### config.mk
export PLATFORM = sky130hd
export DESIGN_NAME = urv_shift_arbiter
export DESIGN_NICKNAME = d
export VERILOG_FILES = /design/src/rtl/urv_shift_arbiter.sv
export SDC_FILE = /design/constraint.sdc
export NUM_CORES = 1
export LEC_CHECK = 0
export ABC_AREA = 1
export BUFFER_PORTS_ARGS = -buffer_cell sky130_fd_sc_hd__buf_2
export CAP_MARGIN = 0
export CORE_AREA = 2 2 78 80
export DETAILED_ROUTE_END_ITERATION = 10
export DIE_AREA = 0 0 80 82
export SLEW_MARGIN = 40
export SYNTH_ARGS = -nofsm -noshare
export SYNTH_HDL_FRONTEND = slang
export SYNTH_SLANG_ARGS = --single-unit
### constraint.sdc
create_clock -name clk_i -period 1.9 [get_ports clk_i]
set_input_delay 0.19 -clock clk_i [delete_from_list [all_inputs] [get_ports clk_i]]
set_output_delay 0.19 -clock clk_i [all_outputs]
set_load 0.01 [all_outputs]
### src/rtl/urv_shift_arbiter.sv
// urv_shift_arbiter: shares the two-stage urv_shifter between requester A
// (execute-stage shifts) and requester B (auxiliary alignment unit).
// Tracks which requester owns the op in shifter stage 2 and stalls the
// shifter to hold a result that its owner has not yet consumed.
// Build option: URV_SHIFT_ARB_RR_EN selects round-robin arbitration.
// Without it, A has fixed priority and B is forced through after
// B_STARVE_LIMIT consecutive refused cycles.
//
// state   | meaning
// S_EMPTY | no op in shifter stage 2
// S_OWN_A | stage 2 holds an op issued by A (BUSY/HOLD set by a_rsp_ready_i)
// S_OWN_B | stage 2 holds an op issued by B (BUSY/HOLD set by b_rsp_ready_i)
module urv_shift_arbiter #(
  parameter int B_STARVE_LIMIT = 8
) (
  input  logic        clk_i,
  input  logic        rst_i,
  input  logic        core_stall_i,
  input  logic        a_valid_i,
  output logic        a_ready_o,
  input  logic [31:0] a_rs1_i,
  input  logic [4:0]  a_shamt_i,
  input  logic [2:0]  a_fun_i,
  input  logic        a_sign_i,
  output logic        a_rsp_valid_o,
  input  logic        a_rsp_ready_i,
  input  logic        b_valid_i,
  output logic        b_ready_o,
  input  logic [31:0] b_rs1_i,
  input  logic [4:0]  b_shamt_i,
  input  logic [2:0]  b_fun_i,
  input  logic        b_sign_i,
  output logic        b_rsp_valid_o,
  input  logic        b_rsp_ready_i,
  output logic [31:0] rsp_rd_o,
  output logic        sh_valid_o,
  output logic        sh_is_shift_o,
  output logic [31:0] sh_rs1_o,
  output logic [4:0]  sh_shamt_o,
  output logic [2:0]  sh_fun_o,
  output logic        sh_sign_o,
  output logic        sh_stall_o,
  input  logic [31:0] sh_rd_i
);

  typedef enum logic [1:0] {
    S_EMPTY = 2'd0,
    S_OWN_A = 2'd1,
    S_OWN_B = 2'd2
  } state_t;

  state_t r_state;
  state_t w_state_nxt;

  logic w_s2_valid;
  logic w_owner_b;
  logic w_owner_rdy;
  logic w_grant_a;
  logic w_grant_b;

`ifdef URV_SHIFT_ARB_RR_EN
  logic r_rr_last;
`else
  localparam logic [3:0] LP_LIMIT = 4'(B_STARVE_LIMIT);
  logic [3:0] r_starve_cnt;
  logic       w_b_force;
`endif

  // Stage-2 occupancy and owner; reset discards any in-flight op.
  always_ff @(posedge clk_i) begin
    if (rst_i) r_state <= S_EMPTY;
    else       r_state <= w_state_nxt;
  end

`ifdef URV_SHIFT_ARB_RR_EN
  // Remember the last grantee so the other side wins the next contention.
  always_ff @(posedge clk_i) begin
    if (rst_i)          r_rr_last <= 1'b1;
    else if (w_grant_a) r_rr_last <= 1'b0;
    else if (w_grant_b) r_rr_last <= 1'b1;
  end
`else
  // Count consecutive cycles in which B asked, issue was open, and A won.
  always_ff @(posedge clk_i) begin
    if (rst_i)                    r_starve_cnt <= 4'd0;
    else if (!b_valid_i)          r_starve_cnt <= 4'd0;
    else if (w_grant_b)           r_starve_cnt <= 4'd0;
    else if (!sh_stall_o)         r_starve_cnt <= r_starve_cnt + 4'd1;
  end
`endif

  // Arbitration, shifter drive, response handshake and next stage-2 state.
  always_comb begin
    w_s2_valid    = (r_state == S_OWN_A) || (r_state == S_OWN_B);
    w_owner_b     = (r_state == S_OWN_B);
    w_owner_rdy   = w_owner_b ? b_rsp_ready_i : a_rsp_ready_i;
    sh_stall_o    = core_stall_i | (w_s2_valid & ~w_owner_rdy);
    rsp_rd_o      = sh_rd_i;
    a_rsp_valid_o = ~rst_i & w_s2_valid & ~w_owner_b & ~core_stall_i;
    b_rsp_valid_o = ~rst_i & w_s2_valid &  w_owner_b & ~core_stall_i;

`ifdef URV_SHIFT_ARB_RR_EN
    w_grant_a = a_valid_i & (~b_valid_i | r_rr_last);
`else
    w_b_force = (r_starve_cnt == LP_LIMIT);
    w_grant_a = a_valid_i & ~(b_valid_i & w_b_force);
`endif
    w_grant_b = b_valid_i & ~w_grant_a;
    if (rst_i || sh_stall_o) begin
      w_grant_a = 1'b0;
      w_grant_b = 1'b0;
    end

    a_ready_o     = w_grant_a;
    b_ready_o     = w_grant_b;
    sh_valid_o    = 1'b0;
    sh_is_shift_o = 1'b0;
    sh_rs1_o      = 32'd0;
    sh_shamt_o    = 5'd0;
    sh_fun_o      = 3'd0;
    sh_sign_o     = 1'b0;
    if (w_grant_a) begin
      sh_valid_o    = 1'b1;
      sh_is_shift_o = 1'b1;
      sh_rs1_o      = a_rs1_i;
      sh_shamt_o    = a_shamt_i;
      sh_fun_o      = a_fun_i;
      sh_sign_o     = a_sign_i;
    end else if (w_grant_b) begin
      sh_valid_o    = 1'b1;
      sh_is_shift_o = 1'b1;
      sh_rs1_o      = b_rs1_i;
      sh_shamt_o    = b_shamt_i;
      sh_fun_o      = b_fun_i;
      sh_sign_o     = b_sign_i;
    end

    w_state_nxt = r_state;
    if (!sh_stall_o) begin
      if (w_grant_a)      w_state_nxt = S_OWN_A;
      else if (w_grant_b) w_state_nxt = S_OWN_B;
      else                w_state_nxt = S_EMPTY;
    end
  end

endmodule

==> qor.csv, run 1 <==
stage,metric,value,unit
placement,DP Wirelength,3890,um
power,Clock power frac,0.295,
placement,Post-Place Cells,410,
placement,routability cong.,0.774,
clock_tree,CTS Buf Count,3,
yosys,cell area after synthesis,0.00122,mm^2
yosys,Syn Inst Count,233,
layout,Syn-to-layout area delta,78.7,%
power,pwr dens,302,mW/mm^2
critical_path,crit start category,flop,
layout,post-route cell area,0.00218,mm^2
yosys,cell with the most instances after synthesis,nand2_1,
yosys,leading area contributor after synthesis,nand2_1,
critical_path,Worst Path Required,1.71,ns
run_status,failing checks,negative setup slack,
routing,DR vias/cell,4.04,
clock_tree,clock root buffer,clkbuf_8,
floorplan,row count,28,
floorplan,starting density of the core,0.213,
power,Worst VDD drop,0.427,mV
yosys,synthesized net count,357,
yosys,Synth area leaders,"nand2_1 (42%), buf_4 (20%), dfxtp_1 (9.8%), buf_6 (4.6%), inv_1 (4.6%)",
yosys,Most used DFF post-synth,dfxtp_1,
critical_path,Reg-to-Reg Start,r_starve_cnt[0],
yosys,Post-synth top cells,"nand2_1 (137), buf_4 (33), inv_1 (15)",
routing,Pre-antenna DRT Iters,4,
yosys,asr flop ratio synth,0,
power,Net Sw Power,0.221,mW
min_path,WHS Path Cells,2,
clock_tree,Max H-tree Level,1,
timing,Hold WS,0.150,ns
layout,share of cells above drive strength 1,0.583,
yosys,"Seq/Total Area, Yosys",0.0983,
routing,via count,1715,
critical_path,critical path capture point type,primary output,
routing,drt total wl,5250,um
power,combinational share of power,0.503,
timing,Worst-Margin Slew,0.331,ns
timing,Total Neg Setup Slack,-0.924,ns
clock_tree,Clock Latency Late Sink,0.22,ns
timing,Max Fclk,509,MHz
critical_path,CP max FO,7,
timing,slew margin rel.,0.779,
clock_tree,Clock Tree Buf Depth,2,
routing,WL met1,2080,um
min_path,hold path endpoint,r_state[1],
floorplan,core area,0.00575,mm^2
clock_tree,CTS Sinks,6,
timing,fin. max-slew vios,0,
layout,ANT cells,0,
routing,DRC viols,0,
power,Cell Int Power,0.439,mW
global_routing,vias in the first global route,1507,
floorplan,die width,80,um
placement,Port Buffer Count,136,
floorplan,die extent in y,82,um
global_routing,antenna violations before repair,0,
clock_tree,TritonCTS clock tree,yes,
run_status,status,"finished, violations left",
routing,1st-iter DRT viols,40,
layout,Post-Layout Cell Count,425,
critical_path,Critical Path AT,1.78,ns
global_routing,grt total ovfl,0,
power,Power Total,0.660,mW
critical_path,RR Endpoint,r_starve_cnt[3],
routing,max layer used,met4,
timing,post-layout min period,1.97,ns
routing,metal2 WL,2770,um
yosys,post-synthesis cell type count,19,
timing,skew final,0.00206,ns
timing,final setup margin,-0.0664,ns
yosys,Synth top area share,0.421,
yosys,Yosys warning count,0,
global_routing,largest net degree at the start of global routing,23,
critical_path,r2r worst-path depth,15,
power,Leak,1.37,nW
global_routing,first-pass GRT wire length,7050,um
clock_tree,CTS Hold Buffers Added,0,
min_path,worst hold path type,in2reg,
timing,final hold vios,0,
floorplan,io pins,201,
power,sequential power share,0.202,
layout,fin nets,476,
placement,Placed Area,0.00177,mm^2
critical_path,R2R setup slack,0.09,ns
yosys,number of flops mapped to enable cells by yosys,0,
routing,Met3 Routed Length,375,um
yosys,syn avg cell area,5.25,um^2
run,max_cap viols,0,
routing,wire per inst,12.4,um
yosys,synthesis-stage register bit count,6,
timing,# setup viols final,19,
clock_tree,"Clk pin slew, worst setup/hold paths",0.04,ns
timing,period utilization,1.03,
power,sw frac,0.335,
routing,remaining antenna violation count after routing,0,
floorplan,DIE AREA,0.00656,mm^2
min_path,Hold Path Origin,rst_i,
critical_path,worst setup path category,reg2out,
timing,RSZ-0062 raised after global routing,true,
global_routing,Tot GR Track Use,0.136,
[metal layers]
metal / track usage / up-vias
met4: 0.0271 / 0
li1: - / 896
met3: 0.0187 / 2
met5: 0 / -
met2: 0.263 / 85
met1: 0.159 / 732
[flip-flops by register name, indices dropped and copies added (netlist names)]
register / flops
r_state: 2
r_starve_cnt: 4
[area by class of cell]
type	instances	area, um^2
clock buffer	3	41.3
fill	637	3560
inverter	15	56.3
multi-input combinational	170	870
sequential	6	125
tap	75	93.8
timing repair buffer	156	998
[kinds of logic (layout without fill, tap and decap cells)]
| family | count (synthesis) | after routing | share of synthesized area |
|---|---|---|---|
| AO/OA/AOI/OAI | 5 | 5 | 0.0225 |
| AND/OR/NAND/NOR | 161 | 161 | 0.530 |
| XOR/XNOR | 1 | 1 | 0.00717 |
| adder cells (fa/ha/maj) | 3 | 3 | 0.0307 |
| flip-flops | 6 | 6 | 0.0983 |
| buffers and inverters | 57 | 174 | 0.311 |
[critical path, stage by stage, from the launching register on]
cell and delay (ns):
dfxtp_2 0.33, inv_2 0.05, ha_4 0.25, inv_2 0.04, nand3_4 0.09, nand2_8 0.08
nor2_4 0.21, buf_12 0.15, buf_12 0.13, nand2_2 0.06, nand2_2 0.06, buf_6 0.10
[worst max path at each step]
stage	from	end	slack (ns)	cells after the start
2_1_floorplan	r_starve_cnt[0]	sh_valid_o	0.26	8
3_3_place_gp	r_state[0]	sh_shamt_o[4]	0.08	11
3_5_place_dp	r_state[0]	sh_shamt_o[0]	0.08	11
4_1_cts	r_state[0]	sh_rs1_o[28]	-0.03	11
5_1_grt	r_state[0]	sh_shamt_o[0]	-0.15	11
6_report	r_state[0]	sh_rs1_o[28]	-0.07	11
[power groups by stage]
| stage | Clock [mW] | Combinational [mW] | Sequential [mW] |
|---|---|---|---|
| after CTS | 0.203 | 0.305 | 0.132 |
| after detailed placement | 0 | 0.265 | 0.133 |
| after floorplan | 0 | 0.184 | 0.134 |
| after global placement | 0 | 0.265 | 0.133 |
| final | 0.195 | 0.332 | 0.133 |
| after global routing | 0.211 | 0.364 | 0.133 |
[cells in the final DEF (no fill, tap or decap)]
| master | count |
|---|---|
| nor2_8 | 1 |
| nand2_1 | 109 |
| nand4_1 | 1 |
| buf_12 | 4 |
| a21boi_0 | 1 |
| o21ai_0 | 1 |
| buf_6 | 12 |
| nand2_2 | 25 |
| inv_1 | 10 |
| o21ai_2 | 1 |
| nor2_1 | 12 |
| nand2_8 | 1 |
| a21oi_1 | 2 |
| nand3_4 | 2 |
| clkbuf_8 | 3 |
| inv_2 | 5 |
| nor2_4 | 1 |
| xor2_1 | 1 |
| buf_8 | 1 |
| ha_1 | 1 |
| dfxtp_1 | 2 |
| ha_4 | 2 |
| nand2_4 | 3 |
| buf_4 | 12 |
| clkbuf_16 | 1 |
| buf_2 | 125 |
| buf_16 | 1 |
| dfxtp_2 | 4 |
| nand3_1 | 6 |
[repair_timing]
action,in CTS,in global routing
setup buffers,10,0
gates resized for setup,27,39
pin swaps,8,12
endpoints found under the setup margin,43,46
endpoints found under the hold margin,0,0
cloned,2,1
[stage by stage]
step	utilization	worst slack, ns
2_1_floorplan	-	0.263
3_3_place_gp	0.308	0.0810
3_5_place_dp	0.308	0.0752
4_1_cts	0.353	-0.0279
5_1_grt	0.380	-0.147
6_report	0.380	-0.0664
Power figures use the tool's default switching activity.
==> run 2, diff against run 1 <==
ABC_AREA = 0   (was 1)
CORE_AREA = 2 2 79 81   (was 2 2 78 80)
DIE_AREA = 0 0 81 83   (was 0 0 80 82)
PLACE_DENSITY_LB_ADDON = 0.05   (was unset)
==> qor.csv, run 2 <==
stage,metric,value,unit,change
critical_path,"CP delay by family, top",buffers and inverters,,was simple AND/OR/NAND/NOR gates
global_routing,first-pass GRT wire length,8350,um,was 7050 um
clock_tree,TritonCTS clock tree,yes,,unchanged
routing,remaining antenna violation count after routing,0,,unchanged
timing,Total Neg Setup Slack,-0.221,ns,was -0.924 ns
yosys,"Seq/Total Area, Yosys",0.0931,,was 0.0983
layout,share of cells above drive strength 1,0.613,,was 0.583
power,pwr dens,331,mW/mm^2,was 302 mW/mm^2
layout,"commonest non-fill, non-tap cell in the layout",buf_2,,unchanged
yosys,syn avg cell area,5.76,um^2,was 5.25 um^2
run_status,failing checks,negative setup slack,,unchanged
run,max_cap viols,0,,unchanged
layout,fin util,0.391,,was 0.380
layout,ANT cells,0,,unchanged
yosys,leading area contributor after synthesis,buf_4,,was nand2_1
yosys,cell with the most instances after synthesis,a21oi_1,,was nand2_1
timing,RSZ-0062 raised after global routing,true,,unchanged
clock_tree,CTS Sinks,6,,unchanged
routing,Pre-antenna DRT Iters,4,,unchanged
timing,period utilization,1.01,,was 1.03
yosys,number of flops mapped to enable cells by yosys,0,,unchanged
timing,fin. max-slew vios,0,,unchanged
clock_tree,clock root buffer,clkbuf_8,,unchanged
yosys,Most used DFF post-synth,dfxtp_1,,unchanged
floorplan,die width,81,um,was 80 um
clock_tree,Clock Tree Buf Depth,2,,unchanged
layout,Syn-to-layout area delta,76.3,%,was 78.7%
placement,DP Worst Slack,0.110,ns,was 0.0752 ns
layout,Post-Layout Cell Count,411,,was 425
yosys,Post-synth top cells,"a21oi_1 (46), nand2_1 (45), nand3_1 (42)",,"was nand2_1 (137), buf_4 (33), inv_1 (15)"
yosys,synthesis-stage register bit count,6,,unchanged
floorplan,io pins,201,,unchanged
critical_path,worst setup path category,reg2out,,unchanged
critical_path,critical path capture point type,primary output,,unchanged
critical_path,R2R setup slack,0.19,ns,was 0.09 ns
yosys,Syn Inst Count,224,,was 233
yosys,asr flop ratio synth,0,,unchanged
clock_tree,CTS Hold Buffers Added,0,,unchanged
timing,Max Fclk,520,MHz,was 509 MHz
clock_tree,Clock Latency Late Sink,0.22,ns,about the same
routing,drt total wl,6100,um,was 5250 um
layout,top flop regs,"r_starve_cnt x4, r_state x2",,unchanged
floorplan,die extent in y,83,um,was 82 um
timing,slew margin rel.,0.694,,was 0.779
floorplan,starting density of the core,0.222,,was 0.213
critical_path,crit start category,flop,,unchanged
timing,# setup viols final,16,,was 19
timing,skew final,0.00287,ns,was 0.00206 ns
global_routing,largest net degree at the start of global routing,45,,was 23
critical_path,Bufs and invs on worst path,4,,was 5
placement,routability cong.,0.779,,was 0.774
global_routing,grt total ovfl,0,,unchanged
critical_path,CP max FO,8,,was 7
floorplan,row count,28,,unchanged
layout,fillers,680,,was 637
routing,1st-iter DRT viols,61,,was 40
layout,fin nets,462,,was 476
floorplan,core area,0.00582,mm^2,was 0.00575 mm^2
global_routing,antenna violations before repair,0,,unchanged
yosys,cell area after synthesis,0.00129,mm^2,was 0.00122 mm^2
critical_path,Critical Path AT,1.73,ns,was 1.78 ns
placement,Post-Place Cells,395,,was 410
critical_path,Critical-path top delay cell,dfxtp_2,,unchanged
yosys,synthesized net count,348,,was 357
layout,area occupied by registers,125,um^2,unchanged
timing,final setup margin,-0.0222,ns,was -0.0664 ns
layout,Biggest register,r_starve_cnt,,unchanged
routing,wire per inst,14.8,um,was 12.4 um
yosys,post-synthesis cell type count,28,,was 19
routing,via count,1933,,was 1715
clock_tree,Max H-tree Level,1,,unchanged
clock_tree,"Clk pin slew, worst setup/hold paths",0.04,ns,about the same
global_routing,Tot GR Track Use,0.155,,was 0.136
routing,DRC viols,0,,unchanged
routing,DR vias/cell,4.70,,was 4.04
critical_path,Worst Path Required,1.71,ns,about the same
power,Leak,1.14,nW,was 1.37 nW
floorplan,DIE AREA,0.00672,mm^2,was 0.00656 mm^2
clock_tree,CTS Buf Count,3,,unchanged
min_path,worst hold path type,in2reg,,unchanged
placement,Port Buffer Count,136,,unchanged
layout,area of the multi-input gates,967,um^2,was 870 um^2
critical_path,cell chain of the critical path,"inv_2, ha_4, mux2_4, o21ai_4, buf_12, buf_16, a21oi_1, buf_2",,"was inv_2, ha_4, inv_2, nand3_4, nand2_8, nor2_4, buf_12, buf_12, nand2_2, nand2_2, buf_6"
timing,Worst-Margin Slew,0.459,ns,was 0.331 ns
timing,Hold WS,0.211,ns,was 0.150 ns
timing,post-layout min period,1.92,ns,was 1.97 ns
run_status,status,"finished, violations left",,unchanged
placement,DP Wirelength,4140,um,was 3890 um
layout,most frequent cells in the layout,"buf_2 (135), nand2_1 (41), nand3_1 (41)",,"was buf_2 (125), nand2_1 (109), nand2_2 (25)"
yosys,Yosys warning count,0,,unchanged
power,Worst VDD drop,0.191,mV,was 0.427 mV
global_routing,vias in the first global route,1672,,was 1507
timing,final hold vios,0,,unchanged
layout,max reg flops,4,,unchanged
critical_path,"Largest stage delay, worst path",0.32,ns,was 0.33 ns
yosys,Synth area leaders,"buf_4 (20%), a21oi_1 (18%), nand3_1 (16%), nand2_1 (13%), dfxtp_1 (9.3%)",,"was nand2_1 (42%), buf_4 (20%), dfxtp_1 (9.8%), buf_6 (4.6%), inv_1 (4.6%)"
yosys,Synth top area share,0.198,,was 0.421
==> run 2: worst register-to-register path, stage by stage, from the launching register on <==
cell and delay, ns:
dfxtp_2 0.31, inv_2 0.04, ha_2 0.15, nand4b_1 0.18
and2_2 0.28, buf_4 0.17, or3b_1 0.37, a21oi_1 0.14
==> run 2: metal layers <==
metal,global-route usage,vias up,part of all wire
met3,0.0370,14,0.089
met5,0,-,0
met2,0.253,99,0.47
li1,-,957,-
met4,0.0431,0,0.012
met1,0.199,863,0.43
==> run 2: logic make-up (layout without fill, tap and decap cells) <==
group,Yosys count,count (layout),synth area share
buffers and inverters,58,169,0.283
adders and majority gates,3,3,0.0291
DFF,6,6,0.0931
and+or+nand+nor,105,106,0.377
AOI/OAI and AO/OA,50,50,0.201
muxes,2,2,0.0165
==> run 2: repair_timing <==
action / CTS / global route
cloned: 2 / 5
endpoints found under the setup margin: 46 / 44
buffers inserted: 2 / 5
resized for setup: 18 / 34
pin swaps: 1 / 16
==> run 2: final cells by class <==
| class | count | area share |
|---|---|---|
| Timing Repair Buffer | 160 | 0.450 |
| Multi-Input combinational cell | 161 | 0.425 |
| Inverter | 6 | 0.00990 |
| Clock buffer | 3 | 0.0182 |
| Sequential cell | 6 | 0.0550 |
| Tap cell | 75 | 0.0413 |
==> run 2: path summary, 6_finish.rpt <==
check                           cells after the start            start           to
worst max-delay path                                8       r_state[0]  sh_rs1_o[9]
worst min-delay path                                2            rst_i   r_state[1]
worst max register to register                      7  r_starve_cnt[0]   r_state[1]
worst min register to register                      2       r_state[1]   r_state[1]
==> run 2: stage by stage <==
stage / power [mW] / cell area (um^2)
finish: 0.753 / 2270
global route: 0.810 / 2270
CTS: 0.710 / 2040
detailed placement: 0.472 / 1860
global placement: 0.473 / 1860
floorplan: 0.363 / 1290
==> run 2: report_power, final <==
group | internal (mW) | switching (mW) | total [mW]
logic | 0.215 | 0.216 | 0.432
registers | 0.131 | 0.00236 | 0.133
clock network | 0.136 | 0.0525 | 0.188
total | 0.482 | 0.271 | 0.753
